### config.mk
export PLATFORM = sky130hd
export DESIGN_NAME = inst_fetch_sequencer
export DESIGN_NICKNAME = d
export VERILOG_FILES = /design/src/rtl/inst_fetch_sequencer.sv
export SDC_FILE = /design/constraint.sdc
export NUM_CORES = 1
export LEC_CHECK = 0
export ABC_AREA = 1
export CAP_MARGIN = 20
export CORE_MARGIN = 8
export CORE_UTILIZATION = 55
export DETAILED_ROUTE_END_ITERATION = 6
export MAX_ROUTING_LAYER = met4
export PLACE_DENSITY_LB_ADDON = 0.2
export SYNTH_ARGS = -nofsm -noshare
export SYNTH_HDL_FRONTEND = slang
export SYNTH_SLANG_ARGS = --single-unit
### constraint.sdc
create_clock -name clk -period 4 [get_ports clk]
set_input_delay 1.2 -clock clk [delete_from_list [all_inputs] [get_ports clk]]
set_output_delay 1.2 -clock clk [all_outputs]
set_load 0.1 [all_outputs]
### src/rtl/inst_fetch_sequencer.sv
// Instruction fetch sequencer: streams a block of words from imem port B
// into a small first-word-fall-through prefetch FIFO that feeds the decoder
// over a valid/ready handshake. A credit check on FIFO occupancy plus the
// single in-flight read keeps the FIFO from ever overflowing.
module inst_fetch_sequencer #(
  parameter int DATA_WIDTH  = 32,
  parameter int ADDR_WIDTH  = 11,
  parameter int COUNT_WIDTH = 16,
  parameter int FIFO_DEPTH  = 4
) (
  input  logic                   clk,
  input  logic                   reset,
  input  logic                   start,
  input  logic [ADDR_WIDTH-1:0]  base_addr,
  input  logic [COUNT_WIDTH-1:0] num_inst,
  input  logic                   flush,
  output logic                   busy,
  output logic                   done,
  output logic                   imem_read_req,
  output logic [ADDR_WIDTH-1:0]  imem_read_addr,
  input  logic [DATA_WIDTH-1:0]  imem_read_data,
  output logic                   inst_valid,
  output logic [DATA_WIDTH-1:0]  inst_data,
  input  logic                   inst_ready
);

  localparam int PTR_W = (FIFO_DEPTH > 1) ? $clog2(FIFO_DEPTH) : 1;
  localparam int CNT_W = PTR_W + 1;

  typedef enum logic [1:0] {
    S_IDLE  = 2'd0,
    S_FETCH = 2'd1,
    S_DRAIN = 2'd2,
    S_DONE  = 2'd3
  } state_t;

  state_t                 state_q;
  logic [ADDR_WIDTH-1:0]  addr_q;
  logic [COUNT_WIDTH-1:0] issue_cnt_q;
  logic [COUNT_WIDTH-1:0] retire_cnt_q;
  logic                   inflight_q;

  logic [DATA_WIDTH-1:0]  fifo_mem_q [FIFO_DEPTH];
  logic [PTR_W-1:0]       wr_ptr_q;
  logic [PTR_W-1:0]       rd_ptr_q;
  logic [CNT_W-1:0]       fifo_cnt_q;

  logic [CNT_W:0]         occupancy;
  logic                   credit_ok;
  logic                   push;
  logic                   pop;

  // Occupancy counts the word already requested but not yet returned, so a
  // new request is only made when a slot is guaranteed for its data.
  assign occupancy     = {1'b0, fifo_cnt_q} + {{CNT_W{1'b0}}, inflight_q};
  assign credit_ok     = occupancy < (CNT_W + 1)'(FIFO_DEPTH);
  assign imem_read_req = (state_q == S_FETCH) && (issue_cnt_q != '0) && credit_ok;
  assign imem_read_addr = addr_q;

  // A return is dropped if flush hits in its request cycle (inflight_q is
  // cleared) or in its return cycle (push gated here).
  assign push       = inflight_q && !flush;
  assign inst_valid = (fifo_cnt_q != '0);
  assign pop        = inst_valid && inst_ready;
  assign inst_data  = fifo_mem_q[rd_ptr_q];

  assign busy = (state_q == S_FETCH) || (state_q == S_DRAIN);
  assign done = (state_q == S_DONE);

  // Control FSM with address and issue/retire counters; flush overrides all.
  always_ff @(posedge clk) begin
    if (reset) begin
      state_q      <= S_IDLE;
      addr_q       <= '0;
      issue_cnt_q  <= '0;
      retire_cnt_q <= '0;
      inflight_q   <= 1'b0;
    end else if (flush) begin
      state_q      <= S_IDLE;
      addr_q       <= '0;
      issue_cnt_q  <= '0;
      retire_cnt_q <= '0;
      inflight_q   <= 1'b0;
    end else begin
      inflight_q <= imem_read_req;
      if (pop) begin
        retire_cnt_q <= retire_cnt_q - 1'b1;
      end
      case (state_q)
        S_IDLE: begin
          if (start) begin
            addr_q       <= base_addr;
            issue_cnt_q  <= num_inst;
            retire_cnt_q <= num_inst;
            state_q      <= (num_inst != '0) ? S_FETCH : S_DONE;
          end
        end
        S_FETCH: begin
          if (imem_read_req) begin
            addr_q      <= addr_q + 1'b1;
            issue_cnt_q <= issue_cnt_q - 1'b1;
            if (issue_cnt_q == COUNT_WIDTH'(1)) begin
              state_q <= S_DRAIN;
            end
          end
        end
        S_DRAIN: begin
          if (pop && (retire_cnt_q == COUNT_WIDTH'(1))) begin
            state_q <= S_DONE;
          end
        end
        S_DONE: begin
          state_q <= S_IDLE;
        end
        default: begin
          state_q <= S_IDLE;
        end
      endcase
    end
  end

  // FIFO pointers and occupancy; flush empties the buffer in one cycle.
  always_ff @(posedge clk) begin
    if (reset || flush) begin
      wr_ptr_q   <= '0;
      rd_ptr_q   <= '0;
      fifo_cnt_q <= '0;
    end else begin
      if (push) begin
        wr_ptr_q <= wr_ptr_q + 1'b1;
      end
      if (pop) begin
        rd_ptr_q <= rd_ptr_q + 1'b1;
      end
      if (push && !pop) begin
        fifo_cnt_q <= fifo_cnt_q + 1'b1;
      end else if (pop && !push) begin
        fifo_cnt_q <= fifo_cnt_q - 1'b1;
      end
    end
  end

  // FIFO storage: one register per entry, written when the write pointer selects it.
  generate
    for (genvar gi = 0; gi < FIFO_DEPTH; gi++) begin : g_fifo_entry
      always_ff @(posedge clk) begin
        if (push && (wr_ptr_q == PTR_W'(gi))) begin
          fifo_mem_q[gi] <= imem_read_data;
        end
      end
    end
  endgenerate

endmodule

# Yosys cells after proc, flatten, opt, wreduce, memory -nomap -nowiden
# Memories as Yosys holds them, arrays and structs flattened. A register that Yosys moved wholly into a read port is not among the register bits.
# Cells that the tools add are included.
[totals]
reg_bits = 53
mem_count = 1
elab_cells = 95
inputBits = 64
ramBits = 128
output_inout_bits = 47
latchBits = 0
rom_bits = 0
[memory_table]
columns = ["name", "depth", "word_bits", "read_ports", "rd_clocked_by_memory_dff", "write_ports", "line_no", "text"]
rows = [
  ["fifo_mem_q", 4, 32, 1, 1, 1, "43", "logic [DATA_WIDTH-1:0] fifo_mem_q [FIFO_DEPTH];"],
]
[classes]
reduce_logical = 29
eq_ne = 12
shifts = 0
mul = 0
div_mod_pow = 0
n_lt_le_gt_ge = 1
bitwise_logic = 0
n_addsub = 8
muxes = 36
[ops]
columns = ["cell", "count"]
rows = [
  ["$mux W32", 3],
  ["$reduce_or A32 Y1", 3],
  ["$mux W16", 5],
  ["$eq A16 B1 Y1 const B", 2],
  ["$pmux W16 S2", 1],
  ["$reduce_bool A16 Y1", 2],
  ["$sub A16 B1 Y16 const B", 2],
  ["$mux W11", 2],
  ["$pmux W11 S2", 1],
  ["$mux W2", 10],
  ["$add A11 B1 Y11 const B", 1],
  ["$logic_and A1 B1 Y1", 11],
  ["$mux W1", 11],
  ["$eq A2 B2 Y1 const B", 4],
  ["$pmux W2 S4", 1],
  ["$mux W3", 2],
  ["$add A2 B1 Y2 const B", 2],
  ["$add A3 B1 Y4", 1],
  ["$eq A2 B1 Y1 const B", 2],
  ["$logic_not A2 Y1", 2],
  ["$lt A4 B3 Y1 const B", 1],
  ["$ne A2 B1 Y1 const B", 2],
  ["$ne A2 B2 Y1 const B", 2],
  ["$reduce_and A4 Y1", 1],
  ["8 further kinds", 12],
]

# Logic depth before layout (Yosys ltp)
# Gate-level depths: netlist (run 1).
[depth]
depth_word = 9
mapped_depth = 12
depth_no_buf = 12

# Least setup slack after synthesis (run 1)
# No wires, ideal clock.
[synth_timing]
path_kind = "register to output"
from = "register (tool-made name)"
to = "output inst_data[23]"
arrival_ns = 2.378
stages_incl_launch_ff = 6
slack_ns = 0.422
required_time_ns = 2.800
n_path_buf = 2
cell_sequence = "dfxtp_1 buf_2 clkinv_1 clkbuf_1 o21ai_0 o22ai_1"
[synth_lines]
columns = ["element", "line_no", "text"]
rows = [
  ["end, declared", "23", "output logic [DATA_WIDTH-1:0] inst_data,"],
]

==> summary.md, run 1 <==
| Metric | Value |
|---|---|
| Worst setup SP type | register |
| Final instance area | roughly 11000 sq um |
| Max Cap Violations | 0 |
| #FFs+latches synth | around 180 |
| VDD IR max | about 300 uV |
| Fin cells | approximately 1200 |
| Layout area overhead | 25.4% |
| Placement Setup Slack | ~1.0 ns |
| Drc violations | 0 |
| GR Overflow Total | 0 |
| Ratio of cells with drive above 1 in the final layout | a little under a tenth |
| Cells along the critical path | inv_1 -> o21ai_0 -> o22ai_1 -> buf_12 |
| Port Buffers | 110 |
| Setup TNS | 0 ns |
| Hold buffer count at cts | 0 |
| CP arrival | about 2.1 ns |
| Io pins | roughly 110 |
| Commonest non-fill, non-tap cell in the layout | nor2_1 |
| Outcome | finished clean |
| Initial antenna violation count | 0 |
| CP max-delay cell | inv_1 |
| Relative slew slack | 34.8% |
| DRT Pass-1 Iters | 5 |
| FMAX | 0.302 GHz |
| Yosys warns | 0 |
| Clock Sinks | between 150 and 200 |
| Hold Vio Cnt, Final | 0 |
| Effective utilization at floorplan | between 50 and 60% |
| Top delay family on crit path | buffers and inverters |
| Final HPWL DP | about 13000 um |
| Slew Viols, Final | 0 |
| Critical Path RT | roughly 2.8 ns |
| CP peak stage delay | between 0.5 and 0.6 ns |
| Die footprint | 19500 sq um |
| Final Critical Period | ~3.3 ns |
| Worst-Skew Late Latency | ~0.43 ns |
| Clk slew on worst S/H paths | roughly 0.060 ns |
| H-tree lvl count | 4 |
| Clock Path Buffers | 2 |
| Worst min-delay path class | reg -> reg |
| Power per cell area | about 420 nW/um^2 |
| Cts repair resizes | 0 |
| GRT Total Usage | between 20% and 30% |
| Via count | ~6600 |
| Wire per inst | roughly 15 um |
| Final setup margin | approximately 0.69 ns |
| Post-Place Cells | 1200 |
| Critical path class | reg -> out |
| Tcrit/Tclk final | roughly 83% |
| Worst Skew | 0.0105 ns |
| Number of CTS-inserted buffers | 17 |
| Die X | between 100 and 150 um |
| Final weighted congestion in routability-driven placement | 0.874 |
| # fillers | 1180 |
| CTS tree | done |
| Final setup violation count | 0 |
| Vias in the first global route | approximately 6200 |
| Worst setup EP type | output port |
| Cell area after synthesis | about 8400 sq um |
| Die Y | around 140 um |
| Sequential-to-total area share from yosys stat | 58.8% |
| Layout Nets | 1111 |
| Largest net degree at the start of global routing | 65 |
| Post-Route WL | ~19000 um |
| DR iter-0 viols | between 400 and 500 |
| RSZ-0062 raised after global routing | false |
| Global-route wire length before repair | 31000 um |
| Most frequent cells in the layout | nor2_1 (175), nand2_1 (156), edfxtp_1 (128), o21ai_0 (107), inv_1 (89) |
| Worst-path maximum fanout | 26 |
| Cell Rows | 45 |
| Post-Place Cell Area | approximately 10000 sq um |
| Syn Inst Count | about 930 |
| Clock Root Buffer | clkbuf_16 |
| Synth cell types | 35 |
| Core Footprint | approximately 15000 sq um |
| Leak pwr | between 4 and 5 nW |
| Vias/cell | about 5.3 |
| Total power | 4.44 mW |
| Slew @ Worst Pin | 0.975 ns |
| Post-CTS Setup Bufs | 0 |
| Syn_area_per_cell | 9.06 sq um |
| Buf/Inv on CP | 2 |
| Post-route ant nets | 0 |
| N_diodes | 0 |
| Net count after synthesis | between 1000 and 1500 |
## final cells by class
cell class	count	area, sq um	share of cell area (%)
sequential	183	4950	46.9
multi-input combinational	616	2950	28.0
timing repair buffer	122	1510	14.3
clock buffer	18	429	4.07
inverter	91	342	3.24
tap	188	235	2.23
clock inverter	14	140	1.33
## worst min-delay path, cell delays in order (launching register included)
cell	delay (ns)
dfxtp_1	0.30
inv_1	0.06
a21oi_1	0.07
## registers in the layout, summed over array words and instances (netlist names), named ones only
register and flops:
issue_cnt_q 16, inflight_q 1, fifo_mem_q 128, fifo_cnt_q 3, imem_read_addr 11, retire_cnt_q 16
state_q 2, rd_ptr_q 2, wr_ptr_q 2
## cell usage after synthesis
master    instances  area (sq um)
a21oi_1          35           175
a21oi_2           2          17.5
a22oi_1           1          7.51
a31oi_1           1          6.26
and2_1            1          6.26
buf_1             5          18.8
buf_2             5          25.0
buf_4             2          15.0
buf_6             3          33.8
clkbuf_1         23          86.3
clkbuf_2          1          5.00
clkinv_1          2          7.51
dfxtp_1          55          1100
edfxtp_1        128          3840
fa_1              1          20.0
ha_1             15           188
inv_1            89           334
nand2_1         156           586
nand2_2           3          18.8
nand2_4           1          11.3
nand3_1          47           235
nand3b_1          3          22.5
nand4_1           6          37.5
nor2_1          179           672
nor2_2            4          25.0
nor2_4            1          11.3
nor3_1            4          20.0
o21ai_0         107           536
o21ai_1           1          5.00
o21ai_4           1          16.3
o22ai_1          32           200
o31ai_1           1          7.51
or2_2             1          6.26
xnor2_1           6          52.6
xor2_1            7          61.3
## kinds of logic (layout without fill, tap and decap cells)
group	Yosys count	in the layout	share of synthesized area (%)
AND/OR/NAND/NOR	406	406	19.6
flip-flops	183	183	58.8
AO/OA/AOI/OAI	181	181	11.5
buffers and inverters	130	245	6.25
adder cells (fa/ha/maj)	16	16	2.47
XOR/XNOR	13	13	1.35
## through the flow
| step | utilization (%) | hold slack [ns] |
|---|---|---|
| after floorplan | - | 0.436 |
| after global placement | 66.2 | 0.453 |
| after detailed placement | 66.2 | 0.460 |
| after CTS | 69.9 | 0.472 |
| after global routing | 69.9 | 0.502 |
| final | 69.9 | 0.470 |
## per-layer routing
| metal | part of all wire (%) | track usage (%) | up-vias |
|---|---|---|---|
| met4 | 1.8 | 7.43 | 0 |
| met2 | 49 | 33.6 | 187 |
| li1 | - | - | 3310 |
| met1 | 44 | 24.3 | 3060 |
| met3 | 5.6 | 4.07 | 30 |
| met5 | 0 | - | - |
## worst paths after layout
path                            slack [ns]             end  cells after the start        start
worst min-delay path                  0.47        register                      2  rd_ptr_q[1]
worst max-delay path                  0.69    inst_data[6]                      4     register
worst min register to register        0.47        register                      2  rd_ptr_q[1]
worst max register to register        1.74  issue_cnt_q[2]                      8   state_q[1]
## where the power goes
| group | internal, mW | switching, mW |
|---|---|---|
| clock network | 0.874 | 0.727 |
| registers | 2.06 | 0.0378 |
| logic | 0.250 | 0.484 |
(Power assumes the default switching activity.)
==> run 2, diff against run 1 <==
Settings changed: CORE_UTILIZATION 55 to 50.
Clock period 4 ns to 2.75 ns, I/O delays scaled along.
==> summary.md, run 2 (synthesis gave the netlist of run 1 again) <==
| Metric | Value |
|---|---|
| Vias/cell | 5.22 (was 5.35) |
| Max Cap Violations | 0 (unchanged) |
| Register share of total power | 46.0% (was 47.4%) |
| Final weighted congestion in routability-driven placement | 0.885 (was 0.874) |
| Slew Viols, Final | 0 (unchanged) |
| Top delay family on crit path | buffers and inverters (unchanged) |
| Worst setup EP type | output port (unchanged) |
| Power per cell area | 606 nW/um^2 (was 420 nW/um^2) |
| Core Footprint | 16500 sq um (was 15100 sq um) |
| Reg with most FFs | fifo_mem_q (unchanged) |
| Io pins | 111 (unchanged) |
| Number of CTS-inserted buffers | 17 (unchanged) |
| Cell Rows | 47 (was 45) |
| GRT Total Usage | 18.8% (was 20.3%) |
| Worst min-delay path class | reg -> reg (unchanged) |
| Tcrit/Tclk final | between 90% and 100% |
| Layout Nets | 1120 (was 1111) |
| Hold buffer count at cts | 0 (unchanged) |
| CP max-delay cell | dfxtp_1 (was inv_1) |
| Global-route wire length before repair | 31300 um (was 31000 um) |
| Switching Share | 28.3% (was 28.2%) |
| Die Y | 146 um (was 140 um) |
| Leak pwr | 4.41 nW (was 4.24 nW) |
| Post-CTS Setup Bufs | 0 (unchanged) |
| Die X | 146 um (was 140 um) |
| Largest net degree at the start of global routing | 65 (unchanged) |
| Outcome | finished clean (unchanged) |
| Fin cells | 1272 (was 1232) |
| H-tree lvl count | 4 (unchanged) |
| Effective utilization at floorplan | 50.9% (was 55.8%) |
| Hold Worst Slack | 0.478 ns (was 0.470 ns) |
| Most frequent cells in the layout | nor2_1 (175), nand2_1 (156), edfxtp_1 (128), o21ai_0 (107), inv_1 (89) (unchanged) |
| Port Buffers | 110 (unchanged) |
| Post-Place Cells | 1241 (was 1200) |
| Worst Skew | 0.00859 ns (was 0.0105 ns) |
| DR iter-0 viols | 495 (was 479) |
| Final Critical Period | 2.62 ns |
| Layout Utilization | 66.4% (was 69.9%) |
| Combinational power share | 16.6% (was 16.5%) |
| Cells along the critical path | inv_1 -> buf_4 -> o21ai_0 -> o22ai_2 -> buf_12 (was inv_1 -> o21ai_0 -> o22ai_1 -> buf_12) |
| Via count | 6638 (was 6587) |
| Clock Sinks | 183 (unchanged) |
| Die footprint | 21200 sq um (was 19500 sq um) |
| Biggest regs | fifo_mem_q (128), issue_cnt_q (16), retire_cnt_q (16) (unchanged) |
| Post-Place Cell Area | 10400 sq um (was 9980 sq um) |
| Slew @ Worst Pin | 0.499 ns (was 0.975 ns) |
| Critical path class | reg -> out (unchanged) |
| Post-route ant nets | 0 (unchanged) |
| Final HPWL DP | 13100 um (was 12600 um) |
| Internal power | 4.77 mW (was 3.19 mW) |
| CP peak stage delay | 0.33 ns (was 0.55 ns) |
| Commonest non-fill, non-tap cell in the layout | nor2_1 (unchanged) |
| N_diodes | 0 (unchanged) |
| Drc violations | 0 (unchanged) |
| Clock Path Buffers | 2 (unchanged) |
| Wire per inst | 15.4 um (was 15.3 um) |
| Hold Vio Cnt, Final | 0 (unchanged) |
| RSZ-0062 raised after global routing | false (unchanged) |
| Setup TNS | 0 ns (unchanged) |
| Clk slew on worst S/H paths | 0.06 ns (about the same) |
| Critical Path RT | 1.93 ns (was 2.80 ns) |
| Final instance area | 11000 sq um (was 10600 sq um) |
| Relative slew slack | 66.6% (was 34.8%) |
| Ratio of cells with drive above 1 in the final layout | 14.4% (was 9.58%) |
| CP arrival | 1.79 ns (was 2.11 ns) |
| Buf/Inv on CP | 3 (was 2) |
| CTS tree | done (unchanged) |
| Clock Root Buffer | clkbuf_16 (unchanged) |
| Post-Route WL | 19500 um (was 18900 um) |
| Vias in the first global route | 6316 (was 6242) |
| FMAX | 0.382 GHz |
| Final setup violation count | 0 (unchanged) |
| Layout area overhead | 30.4% (was 25.4%) |
| Initial antenna violation count | 0 (unchanged) |
| GR Overflow Total | 0 (unchanged) |
| Clock share of power | 37.5% (was 36.1%) |
| Worst-path maximum fanout | 10 (was 26) |
| Worst setup SP type | register (unchanged) |
| Max reg flops | 128 (unchanged) |
| Net load switching power | 1.88 mW (was 1.25 mW) |
| Worst-Skew Late Latency | 0.43 ns (about the same) |
| DRT Pass-1 Iters | 5 (unchanged) |
| VDD IR max | 449 uV (was 305 uV) |
-- run 2: cell count changes in the layout (fill, tap and decap cells not counted), moves of 2 or more --
cell	change
clkdlybuf4s50_1	-8
buf_4	+11
clkinv_2	-2
buf_12	+6
clkinvlp_4	-2
nor2_2	-2
o22ai_2	+32
inv_8	+2
nor2_4	+2
o22ai_1	-32
-- run 2: area by class of cell --
cell class | instances | area (sq um)
Clock buffer | 17 | 425
Clock inverter | 14 | 184
Fill cell | 1290 | 5560
Inverter | 91 | 342
Multi-Input combinational cell | 616 | 3170
Sequential cell | 183 | 4950
Tap cell | 220 | 275
Timing Repair Buffer | 131 | 1630
-- run 2: worst reg2reg max path, cell delays in order (launching register included) --
cell and delay (ns):
dfxtp_2 0.36, inv_1 0.09, ha_1 0.20, nand2_1 0.07, nor2_1 0.04, nand2_1 0.14
nand2_2 0.13, o21ai_4 0.22, nand2_4 0.38, nor3_1 0.31, nor2_1 0.07
-- run 2: metal layers --
| layer | vias up | wire [um] | track usage, % |
|---|---|---|---|
| li1 | 3334 | - | - |
| met1 | 3117 | 8630 | 22.3 |
| met2 | 164 | 9750 | 31.2 |
| met3 | 23 | 871 | 4.42 |
| met4 | 0 | 291 | 5.88 |
| met5 | - | 0 | - |
-- run 2: repair_timing --
item                                    4_1_cts  5_1_grt
gates resized for setup                       0        2
hold endpoints to repair                      0        0
endpoints found under the setup margin        0        1
-- run 2: worst paths after layout --
kind	slack [ns]	startpoint	end	depth (start not counted)
max reg2reg	0.63	issue_cnt_q[0]	issue_cnt_q[9]	10
min	0.48	rd_ptr_q[1]	register	2
min reg2reg	0.48	rd_ptr_q[1]	register	2
max	0.13	register	inst_data[2]	5
-- run 2: metrics by stage --
step / setup WS, ns / power [mW]
2_1_floorplan: -0.0894 / 3.89
3_3_place_gp: 0.247 / 4.20
3_5_place_dp: 0.212 / 4.21
4_1_cts: 0.0342 / 6.68
5_1_grt: 0.000383 / 6.92
6_report: 0.131 / 6.64
-- run 2: power by group through the flow --
stage	clock [mW]	sequential, mW	combinational, mW
floorplan	0	3.19	0.694
global placement	0	3.11	1.08
detailed placement	0	3.11	1.09
CTS	2.53	3.05	1.10
global route	2.64	3.06	1.21
finish	2.49	3.06	1.10
==> run 3, diff against run 2 <==
Settings changed: ABC_CLOCK_PERIOD_IN_PS from default to 2750.
==> results of run 3 <==
Same layout as run 2: the final DEF is identical, and so are final timing and power.
